### config.mk
export PLATFORM = sky130hd
export DESIGN_NAME = h2t_bytes_to_packets
export DESIGN_NICKNAME = d
export VERILOG_FILES = /design/src/rtl/h2t_bytes_to_packets.sv
export SDC_FILE = /design/constraint.sdc
export NUM_CORES = 1
export LEC_CHECK = 0
export ABC_CLOCK_PERIOD_IN_PS = 4950
export CAP_MARGIN = 40
export CORE_ASPECT_RATIO = 1.5
export CORE_UTILIZATION = 48
export CTS_CLUSTER_SIZE = 16
export DETAILED_ROUTE_END_ITERATION = 10
export PLACE_DENSITY = 0.9
export REMOVE_ABC_BUFFERS = 1
export SKIP_LAST_GASP = 1
export SYNTH_ARGS = -nofsm -noshare
export SYNTH_HDL_FRONTEND = slang
export SYNTH_SLANG_ARGS = --single-unit
### constraint.sdc
create_clock -name clk -period 4.95 [get_ports clk]
set_clock_uncertainty 0.15 [all_clocks]
set_input_delay 0.99 -clock clk [delete_from_list [all_inputs] [get_ports clk]]
set_output_delay 0.99 -clock clk [all_outputs]
set_load 0.005 [all_outputs]
### src/rtl/h2t_bytes_to_packets.sv
// Host-to-trace byte stream decoder: strips in-band SOP/EOP/channel/escape
// characters and presents an Avalon-ST packet stream through a one-deep output register.
module h2t_bytes_to_packets #(
  parameter logic [7:0] SOP_CHAR  = 8'h7A,
  parameter logic [7:0] EOP_CHAR  = 8'h7B,
  parameter logic [7:0] CHAN_CHAR = 8'h7C,
  parameter logic [7:0] ESC_CHAR  = 8'h7D
) (
  input  logic       clk,
  input  logic       reset_n,
  output logic       in_ready,
  input  logic       in_valid,
  input  logic [7:0] in_data,
  input  logic       out_ready,
  output logic       out_valid,
  output logic [7:0] out_data,
  output logic [7:0] out_channel,
  output logic       out_startofpacket,
  output logic       out_endofpacket
);

  // DEC_CHAN_ESC covers esc_pend and chan_pend both set: the escaped byte is a channel number
  typedef enum logic [1:0] {
    DEC_DATA,
    DEC_ESC,
    DEC_CHAN,
    DEC_CHAN_ESC
  } dec_state_t;

  dec_state_t state, state_nxt;
  logic       sop_pend, sop_nxt;
  logic       eop_pend, eop_nxt;
  logic       accept;
  logic       emit;
  logic [7:0] emit_data;
  logic       chan_load;
  logic [7:0] chan_val;
  logic [7:0] unesc;

  assign in_ready = !out_valid || out_ready;
  assign accept   = in_valid && in_ready;
  assign unesc    = in_data ^ 8'h20;

  always_comb begin
    state_nxt = state;
    sop_nxt   = sop_pend;
    eop_nxt   = eop_pend;
    emit      = 1'b0;
    emit_data = in_data;
    chan_load = 1'b0;
    chan_val  = in_data;
    if (accept) begin
      unique case (state)
        DEC_ESC: begin
          emit      = 1'b1;
          emit_data = unesc;
          state_nxt = DEC_DATA;
        end
        DEC_CHAN_ESC: begin
          chan_load = 1'b1;
          chan_val  = unesc;
          state_nxt = DEC_DATA;
        end
        DEC_CHAN: begin
          if (in_data == ESC_CHAR) begin
            state_nxt = DEC_CHAN_ESC;
          end else begin
            chan_load = 1'b1;
            state_nxt = DEC_DATA;
          end
        end
        DEC_DATA: begin
          if (in_data == SOP_CHAR)       sop_nxt   = 1'b1;
          else if (in_data == EOP_CHAR)  eop_nxt   = 1'b1;
          else if (in_data == CHAN_CHAR) state_nxt = DEC_CHAN;
          else if (in_data == ESC_CHAR)  state_nxt = DEC_ESC;
          else                           emit      = 1'b1;
        end
        default: state_nxt = DEC_DATA;
      endcase
      if (emit) begin
        sop_nxt = 1'b0;
        eop_nxt = 1'b0;
      end
    end
  end

  always_ff @(posedge clk or negedge reset_n) begin
    if (!reset_n) begin
      state    <= DEC_DATA;
      sop_pend <= 1'b0;
      eop_pend <= 1'b0;
    end else begin
      state    <= state_nxt;
      sop_pend <= sop_nxt;
      eop_pend <= eop_nxt;
    end
  end

  always_ff @(posedge clk or negedge reset_n) begin
    if (!reset_n) begin
      out_valid         <= 1'b0;
      out_data          <= '0;
      out_channel       <= '0;
      out_startofpacket <= 1'b0;
      out_endofpacket   <= 1'b0;
    end else begin
      if (chan_load) out_channel <= chan_val;
      if (emit) begin
        out_valid         <= 1'b1;
        out_data          <= emit_data;
        out_startofpacket <= sop_pend;
        out_endofpacket   <= eop_pend;
      end else if (out_ready) begin
        out_valid <= 1'b0;
      end
    end
  end

endmodule

# After elaboration in Yosys (flattened, before gate mapping)
# Index checks and enable logic that the tools add are counted.
[classes]
eq_ne = 11
muxes = 28
bitwise = 1
reduce_logical = 12
[ops]
columns = ["op", "n"]
rows = [
  ["$eq 8x7->1 const B", 4],
  ["$mux 6", 4],
  ["$mux 1", 16],
  ["$mux 2", 5],
  ["$reduce_and 4->1", 2],
  ["$reduce_bool 2->1", 4],
  ["$pmux 2 s3", 1],
  ["$eq 2x2->1 const B", 2],
  ["$ne 2x2->1 const B", 2],
  ["$pmux 1 s2", 2],
  ["$ne 3x3->1 const B", 1],
  ["$reduce_and 3->1", 1],
  ["$eq 2x1->1 const B", 1],
  ["$logic_not 2->1", 1],
  ["$ne 2x1->1 const B", 1],
  ["$reduce_or 2->1", 1],
  ["$logic_and 1x1->1", 1],
  ["$logic_not 1->1", 1],
  ["$logic_or 1x1->1", 1],
  ["$not 1->1", 1],
]
[totals]
regBits = 23
input_bits = 12
out_inout_bits = 20
wordCells = 60

# Logic depth before layout (Yosys ltp)
# Gate-level depths: netlist of run 1.
[logic_depth]
ltp_word = 9
mapped_depth = 5
mapped_depth_nobuf = 4

# Worst setup path before layout of run 1
# OpenSTA, ideal clock, no wires.
[synth_path]
path_kind = "input -> output"
startpoint = "input out_ready"
endpoint = "output in_ready"
t_arrival_ps = 1236
required_time_ps = 3810
slack_ps = 2574
path_stages = 2
n_path_buf = 1
path_cell_list = "nand2b_1 > clkbuf_2"
[synth_between]
elab_chain_len = 1
[synth_lines]
columns = ["element", "line_no", "text"]
rows = [
  ["from (decl)", "14", "input logic out_ready,"],
  ["$logic_or 1x1->1", "40", "assign in_ready = !out_valid || out_ready;"],
  ["to (decl)", "11", "output logic in_ready,"],
]
# Every way passes these cells.

# Final worst setup path of run 1
# Same ends and word-level chain as after synthesis.

==> summary.txt, run 1 <==
placed cell count: 143
CP cell instances: clkdlybuf4s50_1 -> nand2b_1 -> clkdlybuf4s50_1
cell area after layout: 1400 µm²
TNS Setup: 0 ns
fin cells: 147
Final min period: 3.32 ns
IO Pins: 32
CTS Buf Count: 3
Post-route DRC: 0
Root Buffer: clkbuf_4
Hold Crit Class: flop to flop
filler instances: 146
Power Dens Cells: 269 nW/µm²
mux cell area share after synthesis: 10.8%
CP Data Required Time: 3.81 ns
number of global-route vias before repair: 826
Setup Buffers After CTS: 0
synthesized area: 1040 µm²
Clock transition at path regs: 0.11 ns
post-DR wirelength/cell: 14.5 µm
Yosys reg bits: 23
final max-slew violation count: 0
R2R depth: 4
share of the synthesized area in the top cell type: 55.4%
uppermost layer routed: met4
Synth area leader: dfrtp_1
Post-DP Area: 1380 µm²
Hold Startpoint: out_channel[0]
# rows: 20
final wirelength: 2130 µm
FF-to-FF Start: state[0]
die area: 2360 µm²
DR vias/cell: 5.59
detailed-route via count: 822
post-cts hold buffer count: 0
CP endpoint kind: output port
R2R Setup Slk: 2.92 ns
synthesized instance count: 92
most used cell, CP: clkdlybuf4s50_1
top-count cell post-synth: dfrtp_1
Worst Hold End: out_channel[0]
MaxCap Viol Count: 0
overflow left after global routing: 0
Skew-Pair Late Insertion Delay: 0.30 ns
Die W: 40.0 µm
initial DRC count: 11
Starting Density: 51.2%
Crit path largest cell delay: 0.55 ns
GP Congestion: 0.783
DP HPWL: 1680 µm
Post-Route M1 WL: 927 µm
DR WL met2: 1130 µm
final setup vio count: 0
CTS H-tree depth: 1
share of cells above drive strength 1: 13.6%
CTS tree: yes
Peak Freq: 0.301 GHz
unrepaired setup endpoints after global routing: no
IO Port Bufs: 31
largest net degree at the start of global routing: 14
Antenna diodes: 0
clock buffer depth: 2
XOR/XNOR share of the synthesized area: 1.69%
fraction of registers with async set/reset: 100%
clock sinks: 23
Post-Syn Area per Cell: 11.3 µm²
Rel. slew slack: 65.8%
Area Growth Syn to Fin: 35.1%
die height: 59.0 µm
first-pass GRT wire length: 3510 µm
Final Cycle Share: 67.1%
EDFF count, synth: 0
r2r endpoint: out_data[0]
Pre-antenna DRT Iters: 4
crit path max fanout: 6
fin nets: 138
Post-DRT Antenna Nets: 0
startpoint type of the worst setup path: primary input
actual slew at the worst max-slew pin: 0.511 ns
Synth Area in Compound Gates: 14.1%
initial antenna violation count: 0
core area: 2030 µm²
Critical-path top delay cell: clkdlybuf4s50_1
Most used DFF post-synth: dfrtp_1
Synth area leaders: dfrtp_1 55%, mux2_2 11%, nand2_1 2.9%, nand3_1 2.4%, nor2_1 2.2%
Hold Crit Depth: 1
final hold slack: 0.356 ns
register area share after synthesis: 55.4%
CP Data Arrival Time: 2.18 ns
total power: 377 µW
synth warn: 0
CP Class: primary input to output port
top cells by count, synth: 23 x dfrtp_1, 10 x mux2_2, 8 x nand2_1, 6 x nor2_1, 5 x nand3_1
Post-CTS Resized: 0
main combinational cell family by area after synthesis: simple AND/OR/NAND/NOR gates
Post-Synth Adder-Cell Area: 0%
status: complete, no violations
Yosys cell types: 28
Hold Fails Final Rpt: 0
simple-gate share of the synthesized area: 14.7%
worst ir drop on vdd: 0.000245 V
total track usage: 21.3%
Static Leak: 0.613 nW
Routed met3 length: 54 µm
[stage by stage]
step                      setup slack [ns]  util [%]
after floorplan                       2.60         -
after global placement                1.66      67.2
after detailed placement              1.62      67.9
after CTS                             1.62      69.2
after global routing                  1.56      69.2
final                                 1.63      69.2
[how the worst max path moves through the flow]
stage                     startpoint     endpoint  depth (start not counted)
final                      out_ready     in_ready                          3
after global routing       out_ready     in_ready                          3
after CTS                  out_ready     in_ready                          3
after detailed placement   out_ready     in_ready                          3
after global placement     out_ready     in_ready                          3
after floorplan           in_data[7]  out_data[0]                          4
[cell families after synthesis]
group                  count (synthesis)
XOR/XNOR                               2
AND/OR/NAND/NOR                       28
buffers and inverters                  8
AO/OA/AOI/OAI                         21
multiplexers                          10
flip-flops                            23
[placed cells by master, fill, tap and decap left out, drive strengths merged, types with 3 or more instances in the layout]
cell type	instances
clkdlybuf4s50	31
dfrtp	23
mux2	10
nand2	8
nor2	6
nand3	5
inv	5
a21oi	4
clkbuf	4
o22ai	3
o21ai	3
[where the power goes]
| group | total [mW] | internal, mW | switching [mW] |
|---|---|---|---|
| combinational | 0.0829 | 0.0499 | 0.0330 |
| clock | 0.0820 | 0.0314 | 0.0506 |
| sequential | 0.212 | 0.203 | 0.00871 |
| total | 0.377 | 0.285 | 0.0922 |
[area by class of cell]
cell class                      instances  area, µm²  area share (%)
Tap cell                               22       27.5            1.96
Inverter                                5       18.8            1.34
Clock buffer                            4       26.3            1.87
Timing Repair Buffer                   32        325            23.2
Multi-Input combinational cell         61        429            30.6
Sequential cell                        23        576            41.0
[flip-flops by register name (all words and copies together), names as in the netlist]
register,cells
eop_pend,1
out_endofpacket,1
sop_pend,1
state,2
out_channel,8
out_valid,1
out_startofpacket,1
out_data,8
[per-layer routing]
metal,track usage (%),vias up
met2,34.8,16
met4,8.37,0
met1,28.7,403
li1,-,401
met5,0,-
met3,1.13,2
[worst max-delay path: cells and delay by family]
kind	cells	cell delay, ns
buf+inv	2	0.99
simple gates	1	0.20
Note: power is estimated with default switching activity, not from simulation.
==> run 2: changes to the inputs <==
Settings changed: ABC_CLOCK_PERIOD_IN_PS 4950 to 3470, CORE_UTILIZATION 48 to 45, PLACE_DENSITY 0.9 to 0.85.
Clock period 4.95 ns to 3.47 ns, I/O delays scaled along.
==> run 2 against run 1 <==
Against the previous run:
- non-clock buffer count did not move
- critical path depth did not move
- die area rose by 6.4%
- largest power group unchanged
- highest routed layer unchanged
==> summary.txt, run 2 (synthesized netlist as in run 1, its figures left out) <==
Final min period: 2.73 ns
filler instances: 173 (was 146)
number of global-route vias before repair: 817 (was 826)
CTS H-tree depth: 1 (unchanged)
CTS Buf Count: 3 (unchanged)
IO Pins: 32 (unchanged)
most frequent cells in the layout: 31 x clkdlybuf4s50_1, 23 x dfrtp_1, 10 x mux2_2 (unchanged)
Final Cycle Share: 78.7%
final hold slack: 0.356 ns (about the same)
IO Port Bufs: 31 (unchanged)
Pre-antenna DRT Iters: 4 (unchanged)
r2r endpoint: out_endofpacket (was out_data[0])
Power Dens Cells: 385 nW/µm² (was 269 nW/µm²)
Skew-Pair Late Insertion Delay: 0.29 ns (was 0.30 ns)
Hold Fails Final Rpt: 0 (unchanged)
FF-to-FF Start: state[0] (unchanged)
WP depth: 3 (unchanged)
CP endpoint kind: output port (unchanged)
MaxCap Viol Count: 0 (unchanged)
Starting Density: 49.4% (was 51.2%)
commonest non-fill, non-tap cell in the layout: clkdlybuf4s50_1 (unchanged)
cell area after layout: 1400 µm² (unchanged)
Die W: 41.2 µm (was 40.0 µm)
Peak Freq: 0.366 GHz
# rows: 20 (unchanged)
final setup vio count: 0 (unchanged)
Post-route DRC: 0 (unchanged)
die height: 60.8 µm (was 59.0 µm)
Antenna diodes: 0 (unchanged)
CP top delay family: buffers and inverters (unchanged)
actual slew at the worst max-slew pin: 0.513 ns (was 0.511 ns)
die area: 2510 µm² (was 2360 µm²)
Rel. slew slack: 65.7% (was 65.8%)
unrepaired setup endpoints after global routing: no (unchanged)
initial antenna violation count: 0 (unchanged)
DR vias/cell: 5.84 (was 5.59)
startpoint type of the worst setup path: primary input (unchanged)
R2R Setup Slk: 1.42 ns (was 2.92 ns)
Area Growth Syn to Fin: 35.1% (unchanged)
Setup Buffers After CTS: 0 (unchanged)
internal power: 406 µW (was 285 µW)
Hold Crit Class: flop to flop (unchanged)
Post-DRT Antenna Nets: 0 (unchanged)
share of cells above drive strength 1: 13.6% (unchanged)
Post-DP Area: 1380 µm² (unchanged)
Util after Layout: 66.7% (was 69.2%)
Seq pwr share: 56.1% (was 56.3%)
CP cell instances: clkdlybuf4s50_1 -> nand2b_1 -> clkdlybuf4s50_1 (unchanged)
worst path bufs/invs: 2 (unchanged)
initial DRC count: 20 (was 11)
DP HPWL: 1760 µm (was 1680 µm)
most used cell, CP: clkdlybuf4s50_1 (unchanged)
CP Data Required Time: 2.63 ns (was 3.81 ns)
TNS Setup: 0 ns (unchanged)
CTS tree: yes (unchanged)
clock buffer depth: 2 (unchanged)
biggest regs: out_channel x8, out_data x8, state x2 (unchanged)
Critical Path End: in_ready (unchanged)
Crit path largest cell delay: 0.54 ns (was 0.55 ns)
clock sinks: 23 (unchanged)
largest net degree at the start of global routing: 14 (unchanged)
Critical-path top delay cell: clkdlybuf4s50_1 (unchanged)
Clock transition at path regs: 0.12 ns (was 0.11 ns)
worst setup path start: out_ready (unchanged)
P_sw: 134 µW (was 92.2 µW)
CP Data Arrival Time: 1.89 ns (was 2.18 ns)
core area: 2100 µm² (was 2030 µm²)
final wirelength: 2200 µm (was 2130 µm)
Post-CTS Resized: 0 (unchanged)
post-cts hold buffer count: 0 (unchanged)
Clock power frac: 21.9% (was 21.7%)
post-DR wirelength/cell: 15.0 µm (was 14.5 µm)
Logic pwr share: 22.1% (was 22.0%)
CP Class: primary input to output port (unchanged)
fin nets: 138 (unchanged)
switching share of power: 24.8% (was 24.5%)
GP Congestion: 0.770 (was 0.783)
crit path max fanout: 6 (unchanged)
total track usage: 19.7% (was 21.3%)
R2R depth: 4 (unchanged)
worst ir drop on vdd: 0.000258 V (was 0.000245 V)
status: complete, no violations (unchanged)
first-pass GRT wire length: 3350 µm (was 3510 µm)
overflow left after global routing: 0 (unchanged)
final max-slew violation count: 0 (unchanged)
detailed-route via count: 859 (was 822)
Root Buffer: clkbuf_4 (unchanged)
Static Leak: 0.613 nW (unchanged)
run 2: final cells by class:
type                    count  area, µm²  share of cell area (%)
flip-flops and latches     23        576                    41.0
clock buffers               4       26.3                    1.87
well taps                  22       27.5                    1.96
repair buffers             32        325                    23.2
multi-input cells          61        429                    30.6
inverters                   5       18.8                    1.34
run 2: worst min-delay path by stage:
stage	from	endpoint	slack (ns)	depth (start not counted)
after global placement	out_channel[2]	out_channel[2]	0.32	1
after global routing	out_startofpacket	out_startofpacket	0.38	1
after detailed placement	out_channel[0]	out_channel[0]	0.34	1
after CTS	out_channel[0]	out_channel[0]	0.36	1
final	out_channel[2]	out_channel[2]	0.36	1
after floorplan	reset_n	eop_pend	0.25	0
run 2: through the flow:
stage,cells,setup slack (ns),total power [mW]
after global placement,142,0.767,0.421
after CTS,147,0.737,0.544
after global routing,147,0.682,0.567
after floorplan,89,1.42,0.346
final,147,0.740,0.540
after detailed placement,143,0.684,0.428
run 2: worst reg2reg max path: stages (launching register included):
cell and delay, ns:
dfrtp_1 0.44, nand4bb_1 0.25, nor2_1 0.38, a21o_1 0.35, mux2_2 0.38
run 2: power by group through the flow:
stage               combinational (mW)  sequential (mW)  clock (mW)
floorplan                       0.0368            0.309           0
global placement                 0.114            0.307           0
detailed placement               0.120            0.308           0
CTS                              0.120            0.303       0.120
global route                     0.129            0.306       0.131
finish                           0.119            0.303       0.118
run 2: routing by layer:
| metal | track usage, % | vias up | routed length [µm] |
|---|---|---|---|
| met5 | 0 | - | 0 |
| met4 | 9.68 | 0 | 38 |
| met2 | 32.6 | 26 | 1160 |
| li1 | - | 404 | - |
| met1 | 23.9 | 423 | 925 |
| met3 | 2.93 | 6 | 81 |
==> run 3: changes to the inputs <==
Settings changed: ABC_CLOCK_PERIOD_IN_PS 3470 to 2670.
Clock period 3.47 ns to 2.67 ns, I/O delays scaled along.
==> run 3 against run 2 <==
Against the previous run:
- core utilization grew 1.4 points
- routed wire length rose by 5.0%
- highest routed layer unchanged
- critical path type unchanged
- cell area up 2.1%
- via count rose by 1.6%
- global-route usage grew 3.1 points
- critical path depth did not move
==> summary.txt, run 3 (synthesized netlist as in run 1, its figures left out) <==
status: complete, no violations (unchanged)
final setup vio count: 0 (unchanged)
most used cell, CP: clkdlybuf4s50_1 (unchanged)
Rel. slew slack: 74.2% (was 65.7%)
share of cells above drive strength 1: 16.9% (was 13.6%)
post-cts hold buffer count: 0 (unchanged)
Util after Layout: 68.2% (was 66.7%)
TNS Setup: 0 ns (unchanged)
Die W: 41.2 µm (unchanged)
worst setup path start: out_ready (unchanged)
final wirelength: 2320 µm (was 2200 µm)
R2R Setup Slk: 0.65 ns (was 1.42 ns)
clock sinks: 23 (unchanged)
unrepaired setup endpoints after global routing: no (unchanged)
Post-route DRC: 0 (unchanged)
post-DR wirelength/cell: 15.2 µm (was 15.0 µm)
DR vias/cell: 5.74 (was 5.84)
fin nets: 143 (was 138)
Final min period: 2.43 ns
Antenna diodes: 0 (unchanged)
Peak Freq: 0.411 GHz
CP cell instances: clkdlybuf4s50_1 -> nand2b_1 -> clkdlybuf4s50_1 (unchanged)
MaxCap Viol Count: 0 (unchanged)
CP Class: primary input to output port (unchanged)
Post-DRT Antenna Nets: 0 (unchanged)
CTS tree: yes (unchanged)
die area: 2510 µm² (unchanged)
total track usage: 22.8% (was 19.7%)
Clock transition at path regs: 0.12 ns (about the same)
startpoint type of the worst setup path: primary input (unchanged)
initial antenna violation count: 0 (unchanged)
clock buffer depth: 2 (unchanged)
Crit path largest cell delay: 0.54 ns (about the same)
CTS Buf Count: 3 (unchanged)
IO Port Bufs: 31 (unchanged)
Starting Density: 49.4% (unchanged)
WP depth: 3 (unchanged)
worst ir drop on vdd: 0.000366 V (was 0.000258 V)
cell area after layout: 1430 µm² (was 1400 µm²)
CP Data Required Time: 1.99 ns (was 2.63 ns)
total power: 713 µW (was 540 µW)
Setup Buffers After CTS: 0 (unchanged)
worst path bufs/invs: 2 (unchanged)
Hold Crit Class: flop to flop (unchanged)
final max-slew violation count: 0 (unchanged)
DP HPWL: 1720 µm (was 1760 µm)
first-pass GRT wire length: 3750 µm (was 3350 µm)
Pre-antenna DRT Iters: 4 (unchanged)
overflow left after global routing: 0 (unchanged)
crit path max fanout: 6 (unchanged)
Critical-path top delay cell: clkdlybuf4s50_1 (unchanged)
R2R depth: 4 (unchanged)
CP Data Arrival Time: 1.75 ns (was 1.89 ns)
Area Growth Syn to Fin: 38.0% (was 35.1%)
detailed-route via count: 873 (was 859)
register area: 576 µm² (unchanged)
CP endpoint kind: output port (unchanged)
largest net degree at the start of global routing: 24 (was 14)
area of the multi-input gates: 429 µm² (unchanged)
filler instances: 166 (was 173)
FF-to-FF Start: state[0] (unchanged)
r2r endpoint: out_startofpacket (was out_endofpacket)
actual slew at the worst max-slew pin: 0.386 ns (was 0.513 ns)
number of global-route vias before repair: 852 (was 817)
Power Dens Cells: 498 nW/µm² (was 385 nW/µm²)
Post-DP Area: 1410 µm² (was 1380 µm²)
CTS H-tree depth: 1 (unchanged)
Post-CTS Resized: 0 (unchanged)
initial DRC count: 24 (was 20)
core area: 2100 µm² (unchanged)
Skew-Pair Late Insertion Delay: 0.32 ns (was 0.29 ns)
Final Cycle Share: 91.1%
# rows: 20 (unchanged)
GP Congestion: 0.791 (was 0.770)
Hold Fails Final Rpt: 0 (unchanged)
die height: 60.8 µm (unchanged)
CP top delay family: buffers and inverters (unchanged)
Root Buffer: clkbuf_4 (unchanged)
commonest non-fill, non-tap cell in the layout: clkdlybuf4s50_1 (unchanged)
Critical Path End: in_ready (unchanged)
IO Pins: 32 (unchanged)
most frequent cells in the layout: 31 x clkdlybuf4s50_1, 23 x dfrtp_1, 10 x mux2_2 (unchanged)
Static Leak: 0.635 nW (was 0.613 nW)
biggest regs: out_channel x8, out_data x8, state x2 (unchanged)
==> run 3: routing by layer <==
layer,vias to the layer above,routed length [µm],track usage [%]
met5,-,0,0
met4,0,80,17.1
met3,10,91,5.13
met2,24,1220,34.6
met1,425,918,26.9
li1,414,-,-
==> run 3: worst min-delay path by stage <==
stage	start	end	slack [ns]	cells past startpoint
final	sop_pend	sop_pend	0.36	1
after global routing	sop_pend	sop_pend	0.38	1
after CTS	sop_pend	sop_pend	0.36	1
after global placement	out_channel[2]	out_channel[2]	0.32	1
after floorplan	reset_n	eop_pend	0.09	0
after detailed placement	sop_pend	sop_pend	0.33	1
==> run 3: cell type report <==
class                   count  area share [%]
inverters                   5            1.31
well taps                  22            1.92
repair buffers             37            24.8
flip-flops and latches     23            40.2
multi-input cells          61            30.0
clock buffers               4            1.83
==> run 3: power by group <==
part	switching [mW]	internal [mW]
Combinational	0.0608	0.0943
Sequential	0.0175	0.377
Clock	0.105	0.0586
Total	0.183	0.530
==> run 3: stage by stage <==
stage / hold slack, ns / cells / worst slack (ns)
floorplan: 0.0884 / 89 / 0.779
global placement: 0.321 / 148 / 0.211
detailed placement: 0.331 / 148 / 0.178
CTS: 0.359 / 152 / 0.226
global route: 0.384 / 152 / 0.194
finish: 0.358 / 152 / 0.238
